--- src/rtl/mcore_imem_net_arbiter_pkg.sv ---
// Shared message types and source-ID helpers for the four-core imem network.
package mcore_imem_net_arbiter_pkg;

  localparam int c_src_id_msb = 7;
  localparam int c_src_id_lsb = 6;
  localparam int c_src_id_w   = c_src_id_msb - c_src_id_lsb + 1;

  // 175-bit memory request
  typedef struct packed {
    logic [2:0]   msg_type;
    logic [7:0]   opaque;
    logic [31:0]  addr;
    logic [3:0]   len;
    logic [127:0] data;
  } mem_req_16B_t;

  // 145-bit memory response
  typedef struct packed {
    logic [2:0]   msg_type;
    logic [7:0]   opaque;
    logic [1:0]   test;
    logic [3:0]   len;
    logic [127:0] data;
  } mem_resp_16B_t;

  function automatic logic [7:0] set_src_id(input logic [7:0] opaque,
                                            input logic [c_src_id_w-1:0] id);
    logic [7:0] r;
    r = opaque;
    r[c_src_id_msb:c_src_id_lsb] = id;
    return r;
  endfunction

endpackage

--- src/rtl/mcore_imem_net_arbiter_if.sv ---
// Core-side and memory-side handshake bundle of the imem network arbiter.
interface mcore_imem_net_arbiter_if
  import mcore_imem_net_arbiter_pkg::*;
  #(parameter int p_num_ports = 4);

  mem_req_16B_t  [p_num_ports-1:0] in_req_msg;
  logic          [p_num_ports-1:0] in_req_val;
  logic          [p_num_ports-1:0] in_req_rdy;
  mem_resp_16B_t [p_num_ports-1:0] in_resp_msg;
  logic          [p_num_ports-1:0] in_resp_val;
  logic          [p_num_ports-1:0] in_resp_rdy;
  mem_req_16B_t                    mem_req_msg;
  logic                            mem_req_val;
  logic                            mem_req_rdy;
  mem_resp_16B_t                   mem_resp_msg;
  logic                            mem_resp_val;
  logic                            mem_resp_rdy;

  modport slave (
    input  in_req_msg, in_req_val, in_resp_rdy, mem_req_rdy, mem_resp_msg, mem_resp_val,
    output in_req_rdy, in_resp_msg, in_resp_val, mem_req_msg, mem_req_val, mem_resp_rdy
  );

  modport master (
    output in_req_msg, in_req_val, in_resp_rdy, mem_req_rdy, mem_resp_msg, mem_resp_val,
    input  in_req_rdy, in_resp_msg, in_resp_val, mem_req_msg, mem_req_val, mem_resp_rdy
  );

endinterface

--- src/rtl/mcore_imem_net_arbiter_rr.sv ---
// Round-robin arbiter: one-hot grant searched from the pointer, pointer moves past the winner on en.
module mcore_rr_arbiter #(
  parameter int p_n = 4,
  parameter int c_w = $clog2(p_n)
) (
  input  logic           clk,
  input  logic           reset,
  input  logic [p_n-1:0] req,
  input  logic           en,
  output logic [p_n-1:0] grant,
  output logic [c_w-1:0] winner
);

  logic [c_w-1:0] ptr;
  logic [c_w-1:0] idx;

  // Walk from the farthest offset back to the pointer so the closest requester wins;
  // the index add wraps because p_n is a power of two.
  always_comb begin
    idx    = ptr;
    winner = ptr;
    for (int k = p_n - 1; k >= 0; k--) begin
      idx = ptr + c_w'(k);
      if (req[idx]) winner = idx;
    end
    grant = '0;
    if (|req) grant[winner] = 1'b1;
  end

  always_ff @(posedge clk or negedge reset) begin
    if (!reset)  ptr <= '0;
    else if (en) ptr <= winner + 1'b1;
  end

endmodule

--- src/rtl/mcore_imem_net_arbiter.sv ---
// Merges per-core imem requests into one tagged memory stream and steers responses back by source ID.
module mcore_imem_net_arbiter
  import mcore_imem_net_arbiter_pkg::*;
#(
  parameter int p_num_ports  = 4,
  parameter int p_req_qdepth = 2
) (
  input logic                   clk,
  input logic                   reset,
  mcore_imem_net_arbiter_if.slave bus
);

  localparam int c_id_w = $clog2(p_num_ports);
  localparam int c_pw   = (p_req_qdepth > 1) ? $clog2(p_req_qdepth) : 1;
  localparam int c_cw   = $clog2(p_req_qdepth + 1);

  logic [p_num_ports-1:0] grant;
  logic [c_id_w-1:0]      winner;
  mem_req_16B_t           enq_msg;
  mem_req_16B_t           q [p_req_qdepth];
  logic [c_pw-1:0]        wr_ptr, rd_ptr;
  logic [c_cw-1:0]        cnt;
  logic                   enq, deq, can_enq;

  mcore_rr_arbiter #(.p_n(p_num_ports)) u_rr (
    .clk    (clk),
    .reset  (reset),
    .req    (bus.in_req_val),
    .en     (enq),
    .grant  (grant),
    .winner (winner)
  );

  // A full queue still accepts when its head leaves this same cycle.
  assign deq            = (cnt != '0) && bus.mem_req_rdy;
  assign can_enq        = (cnt != c_cw'(p_req_qdepth)) || deq;
  assign enq            = (|grant) && can_enq;
  assign bus.in_req_rdy = grant & {p_num_ports{can_enq}};

  always_comb begin
    enq_msg        = bus.in_req_msg[winner];
    enq_msg.opaque = set_src_id(enq_msg.opaque, winner);
  end

  function automatic logic [c_pw-1:0] nxt(input logic [c_pw-1:0] p);
    return (p == c_pw'(p_req_qdepth - 1)) ? '0 : p + 1'b1;
  endfunction

  always_ff @(posedge clk or negedge reset) begin
    if (!reset) begin
      wr_ptr <= '0;
      rd_ptr <= '0;
      cnt    <= '0;
    end else begin
      if (enq) wr_ptr <= nxt(wr_ptr);
      if (deq) rd_ptr <= nxt(rd_ptr);
      cnt <= cnt + c_cw'(enq) - c_cw'(deq);
    end
  end

  always_ff @(posedge clk) begin
    if (enq) q[wr_ptr] <= enq_msg;
  end

  assign bus.mem_req_val = (cnt != '0);
  assign bus.mem_req_msg = bus.mem_req_val ? q[rd_ptr] : '0;

  logic                                resp_full, resp_out, resp_rdy;
  mem_resp_16B_t                       resp_q;
  logic [c_id_w-1:0]                   dest;
  logic          [p_num_ports-1:0]     resp_val;
  mem_resp_16B_t [p_num_ports-1:0]     resp_msg;

  assign dest     = resp_q.opaque[c_src_id_msb:c_src_id_lsb];
  assign resp_out = resp_full && bus.in_resp_rdy[dest];
  assign resp_rdy = !resp_full || resp_out;
  assign bus.mem_resp_rdy = resp_rdy;

  always_ff @(posedge clk or negedge reset) begin
    if (!reset) begin
      resp_full <= 1'b0;
      resp_q    <= '0;
    end else if (bus.mem_resp_val && resp_rdy) begin
      resp_full <= 1'b1;
      resp_q    <= bus.mem_resp_msg;
    end else if (resp_out) begin
      resp_full <= 1'b0;
    end
  end

  // Only the destination port sees the message; its ID bits are returned to zero.
  always_comb begin
    resp_val = '0;
    resp_msg = '0;
    for (int i = 0; i < p_num_ports; i++) begin
      resp_val[i] = resp_full && (dest == c_id_w'(i));
      if (resp_val[i]) begin
        resp_msg[i]        = resp_q;
        resp_msg[i].opaque = set_src_id(resp_q.opaque, '0);
      end
    end
  end

  assign bus.in_resp_val = resp_val;
  assign bus.in_resp_msg = resp_msg;

endmodule

--- src/flat_wrapper.sv ---
// flat-port wrapper written by rule: the top's interface ports become plain ports
module mcore_imem_net_arbiter_flat import mcore_imem_net_arbiter_pkg::*;
#(
  parameter int p_num_ports  = 4,
  parameter int p_req_qdepth = 2
)
  (clk, reset, bus_in_req_msg, bus_in_req_val, bus_in_resp_rdy, bus_mem_req_rdy, bus_mem_resp_msg, bus_mem_resp_val, bus_in_req_rdy, bus_in_resp_msg, bus_in_resp_val, bus_mem_req_msg, bus_mem_req_val, bus_mem_resp_rdy);
  mcore_imem_net_arbiter_if #(.p_num_ports(p_num_ports)) bus_i ();
  input logic clk;
  input logic reset;
  input wire logic [$bits(bus_i.in_req_msg)-1:0] bus_in_req_msg;
  input wire logic [$bits(bus_i.in_req_val)-1:0] bus_in_req_val;
  input wire logic [$bits(bus_i.in_resp_rdy)-1:0] bus_in_resp_rdy;
  input wire logic [$bits(bus_i.mem_req_rdy)-1:0] bus_mem_req_rdy;
  input wire logic [$bits(bus_i.mem_resp_msg)-1:0] bus_mem_resp_msg;
  input wire logic [$bits(bus_i.mem_resp_val)-1:0] bus_mem_resp_val;
  output wire logic [$bits(bus_i.in_req_rdy)-1:0] bus_in_req_rdy;
  output wire logic [$bits(bus_i.in_resp_msg)-1:0] bus_in_resp_msg;
  output wire logic [$bits(bus_i.in_resp_val)-1:0] bus_in_resp_val;
  output wire logic [$bits(bus_i.mem_req_msg)-1:0] bus_mem_req_msg;
  output wire logic [$bits(bus_i.mem_req_val)-1:0] bus_mem_req_val;
  output wire logic [$bits(bus_i.mem_resp_rdy)-1:0] bus_mem_resp_rdy;
  assign bus_i.in_req_msg = bus_in_req_msg;
  assign bus_i.in_req_val = bus_in_req_val;
  assign bus_i.in_resp_rdy = bus_in_resp_rdy;
  assign bus_i.mem_req_rdy = bus_mem_req_rdy;
  assign bus_i.mem_resp_msg = bus_mem_resp_msg;
  assign bus_i.mem_resp_val = bus_mem_resp_val;
  assign bus_in_req_rdy = bus_i.in_req_rdy;
  assign bus_in_resp_msg = bus_i.in_resp_msg;
  assign bus_in_resp_val = bus_i.in_resp_val;
  assign bus_mem_req_msg = bus_i.mem_req_msg;
  assign bus_mem_req_val = bus_i.mem_req_val;
  assign bus_mem_resp_rdy = bus_i.mem_resp_rdy;
  mcore_imem_net_arbiter #(.p_num_ports(p_num_ports), .p_req_qdepth(p_req_qdepth)) u_core (.clk(clk), .reset(reset), .bus(bus_i));
endmodule
--- config.mk ---
export PLATFORM = sky130hd
export DESIGN_NAME = mcore_imem_net_arbiter_flat
export DESIGN_NICKNAME = d
export VERILOG_FILES = /design/src/rtl/mcore_imem_net_arbiter_pkg.sv /design/src/rtl/mcore_imem_net_arbiter_if.sv /design/src/rtl/mcore_imem_net_arbiter_rr.sv /design/src/rtl/mcore_imem_net_arbiter.sv /design/src/flat_wrapper.sv
export SDC_FILE = /design/constraint.sdc
export NUM_CORES = 1
export LEC_CHECK = 0
export ABC_AREA = 1
export ABC_CLOCK_PERIOD_IN_PS = 8600
export CAP_MARGIN = 20
export CORE_AREA = 4 4 627 629
export CTS_CLUSTER_DIAMETER = 60
export CTS_CLUSTER_SIZE = 16
export DETAILED_ROUTE_END_ITERATION = 7
export DIE_AREA = 0 0 631 633
export PLACE_DENSITY = 0.3
export SLEW_MARGIN = 40
export SYNTH_ARGS = -nofsm -noshare
export SYNTH_HDL_FRONTEND = slang
export SYNTH_SLANG_ARGS = --single-unit
--- constraint.sdc ---
create_clock -name clk -period 8.6 [get_ports clk]
set_input_delay 2.58 -clock clk [delete_from_list [all_inputs] [get_ports clk]]
set_output_delay 2.58 -clock clk [all_outputs]
set_load 0.05 [all_outputs]
==> impl_metrics.csv <==
group,metric,value,unit
floorplanning,dieArea,399000,µm²
yosys,synth_area,29900,µm²
detailed_routing,vias_per_cell,3.15,
yosys,ys_types,27,
grt,antenna_found_initial,61,
run,cap_violations,0,
run_status,outcome,"completed",
clock_tree,post_cts_resized,0,
floorplanning,row_count,229,
yosys,ys_ff_latch,502,
cells_and_area,fin_util,14.1,%
yosys,synthCells,4186,
grt,grt_start_max_net_pins,152,
setup_path,r2r_start,"u_core.u_rr.ptr[0]$_DFFE_PN0N_",
yosys,yosys.area.top_type,"edfxtp_1",
cells_and_area,area_growth,82.5,%
timing,period_needed,7750,ps
timing,finalHoldViolations,0,
clock_tree,clock-root-buffer,"clkbuf_16",
setup_path,start_kind,"input port",
cells_and_area,drive_gt1_share,4.69,%
floorplanning,coreArea,388000,µm²
placement,dp_hpwl,200000,µm
setup_path,path_max_fanout,43,
detailed_routing,wl_per_cell,22.8,µm
detailed_routing,drt-pass1-iter-count,7,
cells_and_area,multiInputGateArea,12200,µm²
yosys,synth_top_area_share,35.1,%
clock_tree,cts-buffers-inserted,85,
yosys,synth_edf_count,350,
timing,rsz0062_at_grt,"false",
clock_tree,post_cts_buffers,0,
clock_tree,clockBufferDepth,4,
detailed_routing,route.detailed.drc,0,
clock_tree,holdBufCountCts,0,
cells_and_area,seq_area,14300,µm²
yosys,avgSynthCellArea,7.15,µm²
placement,gp_congestion,0.848,
min_path,min_path_type,"register to register",
setup_path,crit_required,6020,ps
detailed_routing,antenna_left,0,
detailed_routing,routed_wl,249000,µm
grt,grt_pass1_vias,35900,
yosys,post-synth-top-count-cell,"nand2_1",
yosys,synth_area_leaders,"edfxtp_1, nand2_1, dfrtp_1, nand3_1, nor2_1",
detailed_routing,via_count,34300,
setup_path,crit_path_start,"bus_in_req_val[1]",
floorplanning,initial_core_util,7.72,%
clock_tree,h-tree-depth,3,
clock_tree,clkSlewWorstSetupHoldPaths,60,ps
timing,holdWs,568,ps
timing,post-route-period-util,90.1,%
timing,setup_viol,0,
clock_tree,numClockSinks,502,
cells_and_area,fill_cells,44800,
floorplanning,die_h,633,µm
setup_path,crit_arrival,5170,ps
cells_and_area,design_area,54600,µm²
timing,timing.fmax,129,MHz
min_path,min_from,"u_core.resp_q[9]$_DFFE_PN0P_",
clock_tree,clock_latency,800,ps
grt,grt_pass1_wl,326000,µm
yosys,synthArstFlopShare,30.3,%
cells_and_area,fin_nets,6482,
grt,grt_usage,11.8,%
yosys,seq_area_frac_synth,47.8,%
detailed_routing,drt-initial-drc-count,1907,
yosys,synth_common_cells,"nand2_1, nor2_1, nand3_1",
placement,portBuffers,1605,
setup_path,reg2reg_slack,3960,ps
grt,overflow,0,
clock_tree,cts_tree,"done",
floorplanning,ios,1622,
yosys,synth_ff_type,"edfxtp_1",
timing,skew,49.7,ps
yosys,ys_warn_count,0,
setup_path,worstSetupPathType,"input port to primary output",
timing,finalMaxSlewViolations,0,
setup_path,crit_path_end_kind,"primary output",
timing,slew_headroom,41.9,%
placement,place_area,51600,µm²
floorplanning,chipWidth,631,µm
timing,tightest_slew,871,ps
==> flip-flops by register name, summed over array words and instances, names as in the netlist <==
register	count
u_core.cnt	2
u_core.dest	2
u_core.q	350
u_core.rd_ptr	1
u_core.resp_full	1
u_core.resp_q	143
u_core.u_rr.ptr	2
u_core.wr_ptr	1
==> area by class of cell <==
| class | instances | share of cell area (%) |
|---|---|---|
| inverter | 498 | 3.48 |
| sequential | 502 | 26.2 |
| multi-input combinational | 2862 | 22.4 |
| antenna | 18 | 0.0824 |
| timing repair buffer | 1674 | 30.7 |
| clock inverter | 51 | 1.17 |
| tap | 5197 | 11.9 |
| clock buffer | 102 | 4.14 |
==> final timing paths <==
path / to / depth (start not counted)
max: bus_in_req_rdy[1] / 13
min reg2reg: u_core.resp_q[9]$_DFFE_PN0P_ / 2
max in group asynchronous: u_core.resp_q[23]$_DFFE_PN0P_ / 3
min: u_core.resp_q[9]$_DFFE_PN0P_ / 2
max reg2reg: u_core.q[1][23]$_DFFE_PP_ / 15
min in group asynchronous: u_core.resp_q[142]$_DFFE_PN0P_ / 1
==> per-layer routing <==
layer,wire [µm],vias to the layer above,track usage (%),share of wire (%)
li1,-,16100,-,-
met1,91300,16800,12.5,37
met2,140000,1139,23.8,56
met3,11500,243,2.20,4.6
met4,6210,8,2.77,2.5
met5,45,-,0,0.018
==> critical path, stage by stage <==
cell	delay, ps
clkdlybuf4s50_1	430
inv_1	90
nand2_1	80
nand3_1	150
nand2_1	80
inv_1	70
nand2_1	60
nand2_2	120
nand3_4	470
nand2_8	530
nand3_1	180
inv_1	100
buf_4	200
==> cells by family after synthesis <==
family / after synthesis / synth area share (%)
AO/OA/AOI/OAI: 326 / 5.47
XOR/XNOR: 4 / 0.117
adder cells (fa/ha/maj): 2 / 0.0836
buffers and inverters: 829 / 11.8
flip-flops: 502 / 47.8
other: 1 / 0.0125
AND/OR/NAND/NOR: 2522 / 34.7
==> per-stage QoR <==
| stage | setup TNS [ps] | instances | worst slack (ps) |
|---|---|---|---|
| 2_1_floorplan | -797270 | 4193 | -2280 |
| 3_3_place_gp | 0 | 10700 | 690 |
| 3_5_place_dp | 0 | 10700 | 813 |
| 4_1_cts | 0 | 10900 | 804 |
| 5_1_grt | 0 | 10900 | 617 |
| 6_report | 0 | 10900 | 851 |
==> layout by cell type, fill, tap and decap left out, types with 3 or more instances in the layout <==
cell type        instances
diode_2                 18
nor2_1                 719
buf_2                   16
buf_12                  16
nor3_1                   5
clkbuf_1                12
nor2_4                   3
buf_6                    4
dfrtp_1                151
nand2_8                  3
clkbuf_16               87
nand3_1                700
a21oi_1                320
nand2_1               1080
clkinv_8                10
nand3_2                  3
clkinv_2                 5
nand4_1                  3
conb_1                   8
bufinv_16                5
clkinvlp_4               4
edfxtp_1               350
clkdlybuf4s50_1       1580
inv_2                   11
clkbuf_8                 4
buf_4                   54
clkinv_4                10
inv_1                  481
inv_6                   17
Power is not shown: default switching activity piles up to over one toggle a cycle in this logic, so the estimate is an artifact.
